### config.mk
export PLATFORM = sky130hd
export DESIGN_NAME = mipi_hs_burst_sched
export DESIGN_NICKNAME = d
export VERILOG_FILES = /design/src/rtl/mipi_tx_pkg.sv /design/src/rtl/mipi_rr_arb2.sv /design/src/rtl/mipi_hs_burst_sched.sv
export SDC_FILE = /design/constraint.sdc
export NUM_CORES = 1
export LEC_CHECK = 0
export BUFFER_PORTS_ARGS = -buffer_cell sky130_fd_sc_hd__buf_4
export CORE_UTILIZATION = 61
export CTS_CLUSTER_DIAMETER = 40
export CTS_CLUSTER_SIZE = 16
export DETAILED_ROUTE_END_ITERATION = 8
export GPL_TIMING_DRIVEN = 0
export PLACE_DENSITY_LB_ADDON = 0.25
export RECOVER_POWER = 25
export SLEW_MARGIN = 10
export SYNTH_ARGS = -nofsm -noshare
export SYNTH_HDL_FRONTEND = slang
export SYNTH_SLANG_ARGS = --single-unit
### constraint.sdc
create_clock -name I_lcd_clk -period 3.75 [get_ports I_lcd_clk]
set_clock_uncertainty 0.15 [all_clocks]
set_input_delay 0.1875 -clock I_lcd_clk [delete_from_list [all_inputs] [get_ports I_lcd_clk]]
set_output_delay 0.1875 -clock I_lcd_clk [all_outputs]
set_load 0.03 [all_outputs]
### src/rtl/mipi_tx_pkg.sv
// Shared definitions for the DSI HS burst scheduler: FSM encoding,
// transmitter timing constants and lane-mux select values.
package mipi_tx_pkg;

  typedef enum logic [2:0] {
    ST_IDLE  = 3'd0,
    ST_LEAD  = 3'd1,
    ST_BURST = 3'd2,
    ST_TAIL  = 3'd3,
    ST_GAP   = 3'd4
  } sched_state_e;

  // Transmitter data pipeline depth and LP-11 end-sequence timing at its defaults.
  localparam int HS_DATA_S   = 72;
  localparam int LP_11_CLK_E = 102;

  localparam logic SEL_VID = 1'b0;
  localparam logic SEL_CMD = 1'b1;

endpackage

### src/rtl/mipi_rr_arb2.sv
// Two-requester round-robin arbiter. The pointer names the requester that
// wins a tie and moves to the other requester whenever a grant is taken.
module mipi_rr_arb2
  import mipi_tx_pkg::*;
(
  input  logic i_clk,
  input  logic i_rst_n,
  input  logic i_en,
  input  logic i_req_vid,
  input  logic i_req_cmd,
  output logic o_gnt_vid,
  output logic o_gnt_cmd
);

  logic r_ptr;
  logic w_gnt_vid;
  logic w_gnt_cmd;

  always_comb begin
    w_gnt_vid = 1'b0;
    w_gnt_cmd = 1'b0;
    if (i_en) begin
      if (i_req_vid && i_req_cmd) begin
        w_gnt_cmd = (r_ptr == SEL_CMD);
        w_gnt_vid = (r_ptr == SEL_VID);
      end else begin
        w_gnt_vid = i_req_vid;
        w_gnt_cmd = i_req_cmd;
      end
    end
  end

  always_ff @(posedge i_clk or negedge i_rst_n) begin
    if (!i_rst_n) begin
      r_ptr <= SEL_VID;
    end else if (w_gnt_vid) begin
      r_ptr <= SEL_CMD;
    end else if (w_gnt_cmd) begin
      r_ptr <= SEL_VID;
    end
  end

  assign o_gnt_vid = w_gnt_vid;
  assign o_gnt_cmd = w_gnt_cmd;

endmodule

### src/rtl/mipi_hs_burst_sched.sv
// HS burst sequencer for the DSI lane transmitter: arbitrates video and command
// builders, opens the HS window, aligns read strobes and enforces the LP-11 gap.
module mipi_hs_burst_sched
  import mipi_tx_pkg::*;
#(
  parameter int LEN_W        = 16,
  parameter int HS_RD_OFS    = 0,
  parameter int HS_TRAIL_PAD = HS_DATA_S,
  parameter int MIN_LP_GAP   = 96
) (
  input  logic             I_lcd_clk,
  input  logic             I_rst_n,
  input  logic             I_init_done,
  input  logic             I_vid_req,
  input  logic [LEN_W-1:0] I_vid_len,
  output logic             O_vid_ack,
  output logic             O_vid_rd,
  input  logic             I_cmd_req,
  input  logic [LEN_W-1:0] I_cmd_len,
  output logic             O_cmd_ack,
  output logic             O_cmd_rd,
  output logic             O_sel,
  output logic             O_hs_en,
  output logic             O_busy,
  output logic [2:0]       O_dbg_state
);

  localparam int CNT_W = 16;
  localparam logic [CNT_W-1:0] LEAD_LAST = CNT_W'(HS_RD_OFS);
  localparam logic [CNT_W-1:0] TAIL_LAST = CNT_W'(HS_TRAIL_PAD - 1);
  localparam logic [CNT_W-1:0] GAP_LAST  = CNT_W'(MIN_LP_GAP - 1);

  sched_state_e     r_state;
  logic [LEN_W-1:0] r_rem;
  logic [CNT_W-1:0] r_cnt;
  logic             r_vid_ack;
  logic             r_cmd_ack;
  logic             r_vid_rd;
  logic             r_cmd_rd;
  logic             r_sel;
  logic             r_hs_en;
  logic             r_busy;

  logic             w_arb_en;
  logic             w_gnt_vid;
  logic             w_gnt_cmd;
  logic [LEN_W-1:0] w_len;

  // An ack still showing means the requester has not yet seen it and may still
  // be holding its request, so no new grant is taken in that cycle.
  assign w_arb_en = (r_state == ST_IDLE) && I_init_done && !r_vid_ack && !r_cmd_ack;
  assign w_len    = w_gnt_cmd ? I_cmd_len : I_vid_len;

  mipi_rr_arb2 u_arb (
    .i_clk     (I_lcd_clk),
    .i_rst_n   (I_rst_n),
    .i_en      (w_arb_en),
    .i_req_vid (I_vid_req),
    .i_req_cmd (I_cmd_req),
    .o_gnt_vid (w_gnt_vid),
    .o_gnt_cmd (w_gnt_cmd)
  );

  always_ff @(posedge I_lcd_clk or negedge I_rst_n) begin
    if (!I_rst_n) begin
      r_state   <= ST_IDLE;
      r_rem     <= '0;
      r_cnt     <= '0;
      r_vid_ack <= 1'b0;
      r_cmd_ack <= 1'b0;
      r_vid_rd  <= 1'b0;
      r_cmd_rd  <= 1'b0;
      r_sel     <= SEL_VID;
      r_hs_en   <= 1'b0;
      r_busy    <= 1'b0;
    end else begin
      r_vid_ack <= 1'b0;
      r_cmd_ack <= 1'b0;
      case (r_state)
        ST_IDLE: begin
          if (w_gnt_vid || w_gnt_cmd) begin
            r_vid_ack <= w_gnt_vid;
            r_cmd_ack <= w_gnt_cmd;
            r_sel     <= w_gnt_cmd ? SEL_CMD : SEL_VID;
            r_rem     <= w_len;
            r_cnt     <= '0;
            // A zero-length grant is acknowledged but opens no HS window.
            if (w_len != '0) begin
              r_hs_en <= 1'b1;
              r_busy  <= 1'b1;
              r_state <= ST_LEAD;
            end
          end
        end

        ST_LEAD: begin
          if (!I_init_done) begin
            r_hs_en <= 1'b0;
            r_cnt   <= '0;
            r_state <= ST_GAP;
          end else if (r_cnt == LEAD_LAST) begin
            r_vid_rd <= (r_sel == SEL_VID);
            r_cmd_rd <= (r_sel == SEL_CMD);
            r_rem    <= r_rem - LEN_W'(1);
            r_state  <= ST_BURST;
          end else begin
            r_cnt <= r_cnt + CNT_W'(1);
          end
        end

        ST_BURST: begin
          if (!I_init_done) begin
            r_vid_rd <= 1'b0;
            r_cmd_rd <= 1'b0;
            r_hs_en  <= 1'b0;
            r_cnt    <= '0;
            r_state  <= ST_GAP;
          end else if (r_rem != '0) begin
            // r_rem counts strobes still to issue after the current one.
            r_rem <= r_rem - LEN_W'(1);
          end else begin
            r_vid_rd <= 1'b0;
            r_cmd_rd <= 1'b0;
            r_cnt    <= '0;
            if (HS_TRAIL_PAD == 0) begin
              r_hs_en <= 1'b0;
              r_state <= ST_GAP;
            end else begin
              r_state <= ST_TAIL;
            end
          end
        end

        ST_TAIL: begin
          if (!I_init_done || (r_cnt == TAIL_LAST)) begin
            r_hs_en <= 1'b0;
            r_cnt   <= '0;
            r_state <= ST_GAP;
          end else begin
            r_cnt <= r_cnt + CNT_W'(1);
          end
        end

        ST_GAP: begin
          if (r_cnt == GAP_LAST) begin
            r_cnt   <= '0;
            r_busy  <= 1'b0;
            r_state <= ST_IDLE;
          end else begin
            r_cnt <= r_cnt + CNT_W'(1);
          end
        end

        default: begin
          r_vid_rd <= 1'b0;
          r_cmd_rd <= 1'b0;
          r_hs_en  <= 1'b0;
          r_busy   <= 1'b0;
          r_cnt    <= '0;
          r_state  <= ST_IDLE;
        end
      endcase
    end
  end

  assign O_vid_ack   = r_vid_ack;
  assign O_cmd_ack   = r_cmd_ack;
  assign O_vid_rd    = r_vid_rd;
  assign O_cmd_rd    = r_cmd_rd;
  assign O_sel       = r_sel;
  assign O_hs_en     = r_hs_en;
  assign O_busy      = r_busy;
  assign O_dbg_state = r_state;

endmodule

# Word-level counts from Yosys, hierarchy flattened
# Index checks and enable logic that the tools add are counted.
[word_totals]
reg_bits = 43
output_inout_bits = 10
[op_classes]
addsub = 2
eq_ne = 18
n_mux = 50
bitwise = 5
reduce_logical = 25
[op_table]
columns = ["cell", "count"]
rows = [
  ["2-to-1 mux 16 bit", 13],
  ["case mux 16 bit (5 select lines)", 1],
  ["case mux 16 bit (3 select lines)", 1],
  ["equality test 16 x 7 -> 1 bit, second input constant", 2],
  ["nonzero test 16 bit", 2],
  ["2-to-1 mux 3 bit", 8],
  ["2-to-1 mux 1 bit", 22],
  ["adder 16 x 1 -> 16 bit, second input constant", 1],
  ["logical NOT 16 bit", 1],
  ["subtractor 16 x 1 -> 16 bit, second input constant", 1],
  ["case mux 3 bit (5 select lines)", 1],
  ["inequality test 2 bit, second input constant", 7],
  ["AND reduction 6 bit", 2],
  ["inequality test 3 bit, second input constant", 3],
  ["case mux 1 bit (3 select lines)", 3],
  ["AND reduction 4 bit", 2],
  ["equality test 3 x 2 -> 1 bit, second input constant", 2],
  ["OR reduction 3 bit", 2],
  ["NOT 1 bit", 5],
  ["AND reduction 5 bit", 1],
  ["logical AND 1 bit", 4],
  ["inequality test 2 x 1 -> 1 bit, second input constant", 2],
  ["case mux 1 bit (4 select lines)", 1],
  ["equality test 3 x 1 -> 1 bit, second input constant", 1],
  ["other kinds (9)", 12],
]

# Longest topological paths before layout
[depth]
depth_word = 10
mapped_depth = 9

# Modules after synthesis
# Synthesis repeated with hierarchy kept, for this count alone.
[unflattened]
cells_unflattened = 330
hier_area_um2 = 2805.2
[modules_own_cells]
columns = ["mod", "instances", "cells_per_inst", "area_per_inst_um2", "seq_area_each_um2"]
rows = [
  ["mipi_hs_burst_sched", 1, 322, 2743.9, 1051.0],
  ["mipi_rr_arb2", 1, 8, 61.3, 25.0],
]

# Least setup slack after synthesis
# No wires, ideal clock.
[synth_timing]
path_type = "reg-to-reg"
startpoint = "reg r_state[1] (netlist: O_dbg_state[1])"
endpoint = "reg r_hs_en (netlist: O_hs_en)"
setup_ps = 125
t_arrival_ps = 2056
t_required_ps = 3475
path_slack_ps = 1419
path_stages_with_launch = 8
path_buffers = 1
path_cell_list = "dfrtp_1 clkbuf_1 nor4_1 o2111ai_1 mux2i_1 a21boi_0 nand4_1 mux2_2"
[synth_between]
elab_chain_cells = 9
elab_cells_between_ends = 21
classes_between = "eq/ne: 8; mux: 4; bitwise: 1; reduce/logical: 8"
[synth_rtl]
columns = ["item", "line", "text"]
rows = [
  ["start, declared", "mipi_hs_burst_sched.sv:33", "sched_state_e r_state;"],
  ["start signal, assigned", "mipi_hs_burst_sched.sv:66", "r_state <= ST_IDLE;"],
  ["start signal, assigned", "mipi_hs_burst_sched.sv:91", "r_state <= ST_LEAD;"],
  ["start signal, assigned", "mipi_hs_burst_sched.sv:100", "r_state <= ST_GAP;"],
  ["logical NOT 3 bit", "mipi_hs_burst_sched.sv:51, mipi_hs_burst_sched.sv:79", ""],
  ["logical AND 1 bit (3 in a row)", "mipi_hs_burst_sched.sv:51", "assign w_arb_en = (r_state == ST_IDLE) && I_init_done && !r_vid_ack && !r_cmd_ack;"],
  ["2-to-1 mux 1 bit", "mipi_rr_arb2.sv:22", "if (i_en) begin"],
  ["2-to-1 mux 16 bit", "mipi_hs_burst_sched.sv:52", "assign w_len = w_gnt_cmd ? I_cmd_len : I_vid_len;"],
  ["nonzero test 16 bit", "mipi_hs_burst_sched.sv:88", "if (w_len != '0) begin"],
  ["inequality test 2 x 1 -> 1 bit (no source line)", "-", ""],
  ["AND reduction 5 bit (no source line)", "-", ""],
  ["end signal, assigned", "mipi_hs_burst_sched.sv:74", "r_hs_en <= 1'b0;"],
  ["end signal, assigned", "mipi_hs_burst_sched.sv:89", "r_hs_en <= 1'b1;"],
  ["end signal, assigned", "mipi_hs_burst_sched.sv:98", "r_hs_en <= 1'b0;"],
  ["end, declared", "mipi_hs_burst_sched.sv:41", "logic r_hs_en;"],
]
# Parallel ways exist; a longest one is shown, timed or not.
# A chain may end at the register's enable or synchronous reset.

# Final worst setup path
[layout_timing]
startpoint = "reg r_cnt[8]"
endpoint = "reg r_cnt[14]"
[layout_between]
elab_chain_cells = 4
elab_cells_between_ends = 12
classes_between = "add/sub: 1; eq/ne: 3; mux: 5; reduce/logical: 3"
[layout_rtl]
columns = ["item", "line", "text"]
rows = [
  ["start, declared", "mipi_hs_burst_sched.sv:35", "logic [CNT_W-1:0] r_cnt;"],
  ["start signal, assigned", "mipi_hs_burst_sched.sv:107", "r_cnt <= r_cnt + CNT_W'(1);"],
  ["start signal, assigned", "mipi_hs_burst_sched.sv:140", "r_cnt <= r_cnt + CNT_W'(1);"],
  ["start signal, assigned", "mipi_hs_burst_sched.sv:150", "r_cnt <= r_cnt + CNT_W'(1);"],
  ["adder 16 x 1 -> 16 bit or equality test 16 x 7 -> 1 bit (tied branches)", "-", ""],
  ["2-to-1 mux 16 bit or logical OR 1 bit (tied branches)", "mipi_hs_burst_sched.sv:101, mipi_hs_burst_sched.sv:135", ""],
  ["2-to-1 mux 16 bit (on tied branches)", "mipi_hs_burst_sched.sv:97, mipi_hs_burst_sched.sv:135", ""],
  ["case mux 16 bit (5 select lines)", "mipi_hs_burst_sched.sv:79", "case (r_state)"],
]
# Parallel ways exist; a longest one is shown, timed or not. The select of a mux whose other input is x is not followed.

==> results.md <==
* Routed WL at 7490 µm
* Worst Path Max Fanout at 10
* Clock insertion delay at the later pin of the skew report at 0.30 ns
* First-pass GRT wire length at 12600 µm
* Commonest non-fill, non-tap cell in the layout: buf_4
* Power Density at 720 nW/µm²
* Largest net degree at the start of global routing at 44
* Final ANT Viol Nets at 0
* Cts hold-fix bufs at 1
* RSZ-0062 raised after global routing: false
* Number of port buffers at 46
* Clock Power Share at 0.136
* Mean area per synthesized cell at 8.33 µm²
* Fin area at 3370 µm²
* Site Rows at 24
* Diode count at 0
* Async S/R FF share, synth at 1.00
* DRC viols at 0
* TritonCTS clock tree: done
* Mapped Area at 2860 µm²
* Commonest non-fill, non-tap cells in the layout: buf_4, dfrtp_1, nand2_1, nor2_1, o21ai_0
* Internal power at 1.31 mW
* CTS Buf Count at 5
* Worst setup EP type: register
* Antenna violations before repair at 0
* Placed Cells at 441
* Psw at 1.12 mW
* Synth Instances at 343
* Total die area at 4960 µm²
* Final Hold Vio Count at 0
* YS warnings at 0
* Grt total ovfl at 0
* Hold Slack at 0.0151 ns
* Placed inst area at 3270 µm²
* Hpwl dp at 5510 µm
* Clock transition at path regs at 0.09 ns
* Slew HR at -0.544
* Die H at 70.4 µm
* Register area share after synthesis at 0.377
* Drt via density at 6.49
* Gpl congestion at 0.906
* Final min period at 2.94 ns
* Req. time, crit path at 3.77 ns
* Critical path type: reg -> reg
* Failing checks: capacitance limit, slew limit
* Number of H-tree levels at 2
* Critical path startpoint category: register
* Logic gate share of total power at 0.553
* Drt wl/cell at 16.6 µm
* Highest clock rate at 341 MHz
* Critical path data arrival time at 2.96 ns
* Share of layout cells above drive strength 1 at 0.191
* Vias in the first global route at 2771
* Least-Margin Pin Slew at 2.32 ns
* Die W at 70.4 µm
* Core Util, Final at 0.764
* Synthesized net count at 383
* Clock tree buffer depth at 2
* Post-CTS Resized at 0
* Fillers at 336
* EDFF count, synth at 0
* Final std cells w/o fill at 450
* Run status: finished, violations left
* Switch share at 0.463
* Iteration-0 DRC Markers at 241
* Yosys cell types at 57
* Seq cells post-synth at 43
* P_leak at 1.50 nW
* Ys flop type: dfrtp_1
* Max cap viols at 1
* Syn-to-layout area delta at 18.1%
* Tightest Hold Check Type: in -> reg
* Via count at 2920
* Crit share post-route at 0.783
* CTS Sinks at 43
* Nets@finish at 437
* Initial core utilization at 0.647
* I/O pins at 47
* DR pass1 iterations at 5
* Setup_tns at 0 ns
* Core area at 4410 µm²
* Worst VDD drop at 0.500 mV
* Total track usage at 0.317
* Flop pwr share at 0.311
* Setup bufs post-CTS at 0
* Clock tree root driver cell: clkbuf_8
* Slew Limit Fails at 44
* Finish-stage setup viols at 0
[through the flow]
stage / worst slack, ns / total power [mW]
5_1_grt: 0.556 / 2.60
3_5_place_dp: 0.900 / 2.07
3_3_place_gp: 0.952 / 2.03
2_1_floorplan: 1.42 / 1.70
4_1_cts: 0.886 / 2.41
6_report: 0.814 / 2.43
[power groups by stage]
| stage | clock [mW] | sequential, mW | combinational [mW] |
|---|---|---|---|
| floorplan | 0 | 0.799 | 0.897 |
| global placement | 0 | 0.750 | 1.28 |
| detailed placement | 0 | 0.758 | 1.31 |
| CTS | 0.333 | 0.750 | 1.32 |
| global route | 0.356 | 0.776 | 1.47 |
| finish | 0.330 | 0.755 | 1.34 |
[Yosys cell counts, drive strengths merged, types with 2 or more instances]
cell type	instances	area (µm²)
o311ai	2	17.5
nand2	43	161
and3	6	38.8
or3	6	45.0
nor4	15	93.8
a211o	2	17.5
o22a	11	97.6
a22oi	3	22.5
nor2b	3	18.8
nand4	11	68.8
buf	6	28.8
a22o	2	17.5
nor2	29	109
nor3	6	30.0
a21boi	3	22.5
mux2	5	56.3
o21a	2	15.0
o41ai	3	33.8
a32oi	8	70.1
clkbuf	14	52.6
nand2b	4	25.0
dfrtp	43	1080
or3b	2	20.0
nand3	7	35.0
or2	4	25.0
and2	2	12.5
a31oi	5	31.3
o21ai	25	125
ha	3	37.5
mux2i	10	100
or4	3	28.8
o31ai	6	45.0
inv	12	45.0
o21bai	4	30.0
a21oi	23	115
[cell type report]
type | count | area (µm²) | share of cell area
clock buffer | 8 | 100 | 0.0297
multi-input combinational | 267 | 1650 | 0.489
inverter | 13 | 48.8 | 0.0145
buffer | 20 | 81.3 | 0.0241
sequential | 43 | 1080 | 0.319
timing repair buffer | 47 | 352 | 0.104
tap | 52 | 65.1 | 0.0193
[kinds of logic (layout without fill, tap and decap cells)]
logic type | after synthesis | in the layout | share of synthesized area
AND/OR/NAND/NOR | 145 | 145 | 0.263
buffers and inverters | 33 | 88 | 0.0455
AO/OA/AOI/OAI | 103 | 103 | 0.244
XOR/XNOR | 1 | 1 | 0.00307
adder cells (fa/ha/maj) | 3 | 3 | 0.0131
multiplexers | 15 | 15 | 0.0548
flip-flops | 43 | 43 | 0.377
[path summary, 6_finish.rpt]
kind | start | end | slack [ns] | cells after the start
worst max-delay path | r_cnt[8]$_DFFE_PN0P_ | r_cnt[14]$_DFFE_PN0P_ | 0.81 | 7
worst min register to register | r_cnt[15]$_DFFE_PN0P_ | r_cnt[15]$_DFFE_PN0P_ | 0.34 | 1
min in group asynchronous | I_rst_n | O_busy$_DFFE_PN0P_ | 0.96 | 2
worst min-delay path | I_init_done | O_dbg_state[1]$_DFFE_PN0P_ | 0.02 | 3
max in group asynchronous | I_rst_n | r_rem[5]$_DFFE_PN0P_ | 1.16 | 2
worst max register to register | r_cnt[8]$_DFFE_PN0P_ | r_cnt[14]$_DFFE_PN0P_ | 0.81 | 7
[routing by layer]
metal | track usage | up-vias | part of all wire
met4 | 0.142 | 0 | 0.025
li1 | - | 1391 | -
met3 | 0.0635 | 27 | 0.070
met5 | 0 | - | 0
met2 | 0.484 | 144 | 0.46
met1 | 0.435 | 1358 | 0.44
[state kept, by name (all words and copies together) (netlist names)]
register,cells
u_arb.r_ptr,1
r_rem,16
O_vid_rd,1
O_hs_en,1
O_sel,1
O_busy,1
O_dbg_state,3
O_cmd_ack,1
O_cmd_rd,1
O_vid_ack,1
r_cnt,16
[critical path, stage by stage (launching register included)]
cell,delay [ns]
dfrtp_1,0.45
nor4_1,0.55
nand4_1,0.21
o21bai_1,0.57
clkbuf_1,0.44
a21oi_1,0.11
o21ai_0,0.22
o41ai_2,0.11
Power figures use the tool's default switching activity.
